==> src/rtl/least_load_dispatcher.sv <==
// least_load_dispatcher: sends each accepted job to the enabled, non-full channel with the fewest
// outstanding jobs, through a one-entry registered dispatch stage.
module least_load_dispatcher #(
    parameter int W       = 12,
    parameter int MAX_OUT = 8,
    parameter int TAG_W   = 8
) (
    input  logic             clk,
    input  logic             rst,
    input  logic [3:0]       ch_en,
    input  logic             in_valid,
    output logic             in_ready,
    input  logic [TAG_W-1:0] in_tag,
    output logic             out_valid,
    input  logic             out_ready,
    output logic [1:0]       out_ch,
    output logic [TAG_W-1:0] out_tag,
    input  logic [3:0]       done,
    output logic [3:0]       ch_full,
    output logic             err
);
    localparam logic [W-1:0] MAX = W'(MAX_OUT);

    logic [W-1:0]     cnt_q [4];
    logic [W-1:0]     cnt_d [4];
    logic [3:0]       elig, inc, dec, ch_full_q, ch_full_d;
    logic             out_valid_q, out_valid_d, err_q, err_d, accept, e01, e23;
    logic [1:0]       out_ch_q, out_ch_d, w01, w23, win;
    logic [TAG_W-1:0] out_tag_q, out_tag_d;
    logic [W-1:0]     c01, c23;

    always_comb begin
        for (int k = 0; k < 4; k++)
            elig[k] = ch_en[k] && (cnt_q[k] < MAX);
        // Two-level min tree; the lower index wins every tie.
        w01 = (elig[1] && (!elig[0] || cnt_q[1] < cnt_q[0])) ? 2'd1 : 2'd0;
        w23 = (elig[3] && (!elig[2] || cnt_q[3] < cnt_q[2])) ? 2'd3 : 2'd2;
        e01 = elig[0] || elig[1];
        e23 = elig[2] || elig[3];
        c01 = cnt_q[w01];
        c23 = cnt_q[w23];
        win = (e23 && (!e01 || c23 < c01)) ? w23 : w01;
        in_ready = !rst && (!out_valid_q || out_ready) && (|elig);
        accept = in_valid && in_ready;
        for (int k = 0; k < 4; k++) begin
            inc[k]       = accept && (win == 2'(k));
            dec[k]       = done[k] && (cnt_q[k] != '0);
            cnt_d[k]     = rst ? '0 : cnt_q[k] + W'(inc[k]) - W'(dec[k]);
            ch_full_d[k] = (cnt_d[k] == MAX);
        end
        err_d       = !rst && (err_q || (|(done & ~dec)));
        out_valid_d = !rst && (accept || (out_valid_q && !out_ready));
        out_ch_d    = rst ? '0 : accept ? win : out_ch_q;
        out_tag_d   = rst ? '0 : accept ? in_tag : out_tag_q;
    end

    always_ff @(posedge clk) begin
        cnt_q       <= cnt_d;
        ch_full_q   <= ch_full_d;
        err_q       <= err_d;
        out_valid_q <= out_valid_d;
        out_ch_q    <= out_ch_d;
        out_tag_q   <= out_tag_d;
    end

    assign out_valid = out_valid_q;
    assign out_ch    = out_ch_q;
    assign out_tag   = out_tag_q;
    assign ch_full   = ch_full_q;
    assign err       = err_q;
endmodule

==> config.mk <==
export PLATFORM = sky130hd
export DESIGN_NAME = least_load_dispatcher
export DESIGN_NICKNAME = d
export VERILOG_FILES = /design/src/rtl/least_load_dispatcher.sv
export SDC_FILE = /design/constraint.sdc
export NUM_CORES = 1
export LEC_CHECK = 0
export BUFFER_PORTS_ARGS = -buffer_cell sky130_fd_sc_hd__buf_2
export CAP_MARGIN = 20
export CORE_ASPECT_RATIO = 0.5
export CORE_MARGIN = 2
export CORE_UTILIZATION = 55
export DETAILED_ROUTE_END_ITERATION = 10
export PLACE_DENSITY = 0.74
export SETUP_SLACK_MARGIN = 0.05
export SYNTH_ARGS = -nofsm -noshare
export SYNTH_HDL_FRONTEND = slang
export SYNTH_SLANG_ARGS = --single-unit
export TNS_END_PERCENT = 30
==> constraint.sdc <==
create_clock -name clk -period 12.7 [get_ports clk]
set_input_delay 1.27 -clock clk [delete_from_list [all_inputs] [get_ports clk]]
set_output_delay 1.27 -clock clk [all_outputs]
set_load 0.005 [all_outputs]
# After elaboration in Yosys (flattened, before gate mapping)
# Cells that the tools add are included.
dict set report word_totals {
  register_bits 64
  input_bits 20
  out_inout_bits 17
  wordCells 92
}
dict set report op_classes {
  addsub 8
  order_cmp 9
  n_eq_ne 7
  muxes 13
  n_bitwise 4
  n_reduce_logical 42
}
# operator count
set ops {}
lappend ops {{12-bit 2-to-1 mux} 8}
lappend ops {{12-bit by 1-bit adder with 12-bit output} 4}
lappend ops {{12-bit binary-select mux with 2-bit select} 2}
lappend ops {{12-bit by 4-bit equality test with 1-bit output (second input constant)} 4}
lappend ops {{12-bit by 4-bit < comparator with 1-bit output (second input constant)} 4}
lappend ops {{12-bit nonzero test} 4}
lappend ops {{12-bit by 1-bit subtractor with 12-bit output} 4}
lappend ops {{12-bit < comparator} 3}
lappend ops {{1-bit logical AND} 21}
lappend ops {{1-bit logical OR} 8}
lappend ops {{4-bit OR reduction} 2}
lappend ops {{3-bit >= comparator (second input constant)} 2}
lappend ops {{1-bit zero test} 6}
lappend ops {{4-bit bitwise AND} 1}
lappend ops {{2-bit equality test (second input constant)} 2}
lappend ops {{4-bit inverter} 1}
lappend ops {{1-bit inverter with 3-bit output} 1}
lappend ops {{2-bit inverter with 3-bit output} 1}
lappend ops {{2-bit by 1-bit equality test with 1-bit output (second input constant)} 1}
lappend ops {{2-bit zero test} 1}
lappend ops {{1-bit 2-to-1 mux} 2}
lappend ops {{2-bit 2-to-1 mux} 1}

# Depth between registers and ports, before layout
dict set report depth {
  ltp_word 20
  depth_mapped 31
  mapped_depth_nobuf 30
}

# Worst setup path before layout
# Ideal clock, no wire load.
dict set report synth_path {
  kind {input port to flip-flop}
  start {in ch_en[0]}
  end {reg ch_full_q[2], in the netlist ch_full[2]}
  setup_ps 58
  t_arrival_ps 6402
  required_time_ps 12642
  slack_ps 6240
  path_stages 27
  n_path_buf 1
  path_cell_list {o2111a_1 > nand3_1 > o211ai_2 > clkbuf_1 > nor2_1 > a21oi_1 > ha_1 > a21o_1 > a21o_1 > a21o_1 > a21oi_1 > o221ai_1 > nor3_1 > a21oi_1 > or3b_1 > ha_1 > inv_1 > ha_1 > fa_1 > a21oi_1 > o21ai_1 > a2111oi_2 > nor3_1 > a31o_1 > xor2_1 > a2111oi_2 > o21a_1}
}
dict set report synth_via {
  elab_chain_len 19
  elab_cells_between_ends 24
  classes_between {add/sub: 2; order compare: 1; eq/ne: 2; mux: 6; bitwise: 1; reduce/logical: 12}
}
# item line
set synth_rtl {}
lappend synth_rtl {{start, declared} 10} ;# input logic [3:0] ch_en,
lappend synth_rtl {{1-bit logical AND (*)} 34} ;# elig[k] = ch_en[k] && (cnt_q[k] < MAX);
lappend synth_rtl {{1-bit zero test} 36} ;# w01 = (elig[1] && (!elig[0] || cnt_q[1] < cnt_q[0])) ? 2'd1 : 2'd0;
lappend synth_rtl {{1-bit logical OR} 36}
lappend synth_rtl {{1-bit logical AND} 36}
lappend synth_rtl {{1-bit 2-to-1 mux} 36}
lappend synth_rtl {{1-bit inverter with 3-bit output (implied by the code)} 40} ;# c01 = cnt_q[w01];
lappend synth_rtl {{12-bit binary-select mux with 2-bit select} 40}
lappend synth_rtl {{12-bit 2-to-1 mux (implied by the code) (2 in series)} 40}
lappend synth_rtl {{[3 not listed]} -}
lappend synth_rtl {{2-bit 2-to-1 mux} 42} ;# win = (e23 && (!e01 || c23 < c01)) ? w23 : w01;
lappend synth_rtl {{2-bit equality test} 46} ;# inc[k] = accept && (win == 2'(k));
lappend synth_rtl {{1-bit logical AND (*)} 46}
lappend synth_rtl {{12-bit by 1-bit adder with 12-bit output (*)} 48} ;# cnt_d[k] = rst ? '0 : cnt_q[k] + W'(inc[k]) - W'(dec[k]);
lappend synth_rtl {{12-bit by 1-bit subtractor with 12-bit output (*)} 48}
lappend synth_rtl {{12-bit 2-to-1 mux (*)} 48}
lappend synth_rtl {{12-bit by 4-bit equality test with 1-bit output (*)} 49} ;# ch_full_d[k] = (cnt_d[k] == MAX);
lappend synth_rtl {{via ch_full_d[2]} 26} ;# logic [3:0] elig, inc, dec, ch_full_q, ch_full_d;
lappend synth_rtl {{end signal, assigned} 59} ;# ch_full_q <= ch_full_d;
lappend synth_rtl {{end, declared} 26}
# The timed path passes the listed nets; every way through them passes the cells marked *. The select of a mux whose other input is x is not followed.
# A chain may end at the register's enable or synchronous reset.

# Worst setup path after layout
# Ends and elaborated chain as after synthesis.

==> summary.md <==
| Metric | Value |
|---|---|
| Layout Area Growth over Synthesis | `11.2%` |
| IO Count | `37` |
| Slowest CP cell | `o211ai_2` |
| Syn nets | `about 800` |
| Worst-margin pin slew | `1.05 ns` |
| Worst Hold Depth | `2` |
| Worst r2r path cells | `29` |
| CTS tree | `yes` |
| Ys flop type | `dfxtp_1` |
| Worst path required time | `12.98 ns` |
| Share of cells above drive strength 1 | `0.109` |
| Clock Path Buffers | `2` |
| # resized after CTS | `0` |
| Nature of the critical path startpoint | `primary input` |
| Max Cap Violations | `0` |
| FF+latch count, synth | `64` |
| Synth area leaders | `ha_1 (25%), dfxtp_1 (23%), nor2_1 (5.8%)` |
| Hold Vio Cnt, Final | `0` |
| Initial antenna violation count | `0` |
| Iter 0 DRT Violations | `between 200 and 250` |
| CTS Sinks | `64` |
| Routed WL per cell | `14.7 um` |
| First-pass GRT wire length | `between 20 and 25 mm` |
| Core Area | `slightly below 10000 um^2` |
| Routed vias | `between 4000 and 5000` |
| Die H | `74.9 um` |
| Largest net degree at the start of global routing | `63` |
| GPL Wtd Cong | `around 0.83` |
| Crit path arrival time | `about 7.3 ns` |
| Post-synthesis average cell area | `~8.3 um^2` |
| # diodes | `0` |
| DRC violations left | `0` |
| Yosys top cell by area | `ha_1` |
| Post-layout minimum cycle time | `slightly above 7 ns` |
| Post-synthesis cell count | `663` |
| Via-to-Cell Ratio | `between 5 and 6` |
| Count leader, synth | `ha_1` |
| RSZ-0062 raised after global routing | `no` |
| Final worst slack | `about 5.7 ns` |
| TritonCTS buffer count | `9` |
| Total negative slack | `0 ns` |
| Die area | `about 11000 um^2` |
| Synth top cells by count | `ha_1 (111), nor2_1 (85), inv_1 (68), dfxtp_1 (64), a21oi_1 (46)` |
| Fin crit share | `0.554` |
| Final ANT Viol Nets | `0` |
| Max incr delay on CP | `just over 0.8 ns` |
| Initial Utilization | `0.576` |
| Max-slew violations | `0` |
| Fmax | `~140 MHz` |
| Worst slack, placed | `around 5.4 ns` |
| First drt pass iteration count | `5` |
| Root Buffer | `clkbuf_16` |
| Min-delay worst type | `reg -> reg` |
| Clk_skew | `~0.0077 ns` |
| Run status | `finished clean` |
| Asr flop ratio synth | `0` |
| Seq/Total Area, Yosys | `0.232` |
| Chip width | `146 um` |
| Synth cell types | `65` |
| Global Route Usage Sum | `0.239` |
| Number of synthesized flops with an enable pin | `0` |
| Max Fanout on Critical Path | `26` |
| Depth of the CTS H-tree | `3` |
| Post-synth top area share | `0.251` |
| Via count of the first global-routing pass | `~4500` |
| Routed wire length | `between 10 and 15 mm` |
| Mapped Area | `around 5500 um^2` |
| # setup viols final | `0` |
| CP Capture Type | `register` |
| CP dominant cell by count | `a21oi_1` |
| Worst-Skew Late Latency | `about 0.34 ns` |
| Post-CTS Setup Bufs | `0` |
| WS Path Type | `in -> reg` |
| DPL Wire Length | `slightly below 10 mm` |
| Clk slew on worst S/H paths | `roughly 0.060 ns` |
| Port Buffers | `36` |
| Total gr overflow | `0` |
| Final #Nets | `between 800 and 900` |
| Post-CTS Hold Fix Bufs | `0` |
| Yosys Warn Count | `0` |
| Slew headroom | `0.301` |
| Num rows | `25` |
-- worst paths after layout --
kind	start	to	slack [ns]
max	ch_en[0]	ch_full[2]$_DFF_P_	5.66
min	out_ch[1]$_SDFFE_PP0P_	out_ch[1]$_SDFFE_PP0P_	0.48
max reg2reg	cnt_q[43]$_DFF_P_	ch_full[2]$_DFF_P_	5.81
min reg2reg	out_ch[1]$_SDFFE_PP0P_	out_ch[1]$_SDFFE_PP0P_	0.48
-- stage by stage --
stage	instances	util	hold slack [ns]	area (um^2)
final	840	0.640	0.482	6150
after detailed placement	824	0.608	0.468	5840
after floorplan	663	-	0.463	5530
after global placement	824	0.608	0.469	5840
after global routing	840	0.640	0.514	6150
after CTS	840	0.640	0.478	6150
-- critical path, delay by kind of cell --
family                   cells  cell delay [ns]
AO/OA/AOI/OAI               15             3.67
XOR/XNOR                     1             0.16
adder cells (fa/ha/maj)      4             1.17
buffers and inverters        2             0.14
AND/OR/NAND/NOR              5             0.92
-- layer usage --
| metal | vias up | global-route usage | share of wire |
|---|---|---|---|
| met5 | - | 0 | 0 |
| met4 | 0 | 0.0566 | 0.0081 |
| met3 | 10 | 0.0491 | 0.037 |
| met2 | 70 | 0.417 | 0.46 |
| met1 | 2206 | 0.311 | 0.50 |
| li1 | 2390 | - | - |
-- sequential cells by signal (all words and copies together) (netlist names) --
name,count
ch_full,4
cnt_q,48
err,1
out_ch,2
out_tag,8
out_valid,1
-- cells in the final DEF, fill, tap and decap left out, drive strengths merged, types with 5 or more instances in the layout --
cell type    n
a2111oi      7
a21o        13
a21oi       48
buf         38
clkbuf      10
dfxtp       64
ha         111
inv         70
mux2i        9
nand2       32
nand2b       9
nand3       12
nor2        85
nor2b       23
nor3        18
nor4         5
o21ai       32
o21bai       6
xnor2       25
xor2        14
-- kinds of logic after synthesis --
family          after synthesis  share of synthesized area
simple gates                206                      0.182
mux                           9                     0.0163
xor+xnor                     39                     0.0632
flops                        64                      0.232
compound gates              148                      0.184
fa+ha+maj                   115                      0.266
buf+inv                      82                     0.0571
-- area by class of cell --
type	instances	area [um^2]
Sequential cell	64	1280
Clock buffer	10	239
Timing Repair Buffer	38	195
Multi-Input combinational cell	517	3930
Clock inverter	6	68.8
Inverter	70	263
Fill cell	848	3460
Tap cell	135	169
Power is left out: the tool's default activity adds up to more than one toggle a clock period on the data nets, which glitch-free logic cannot reach.
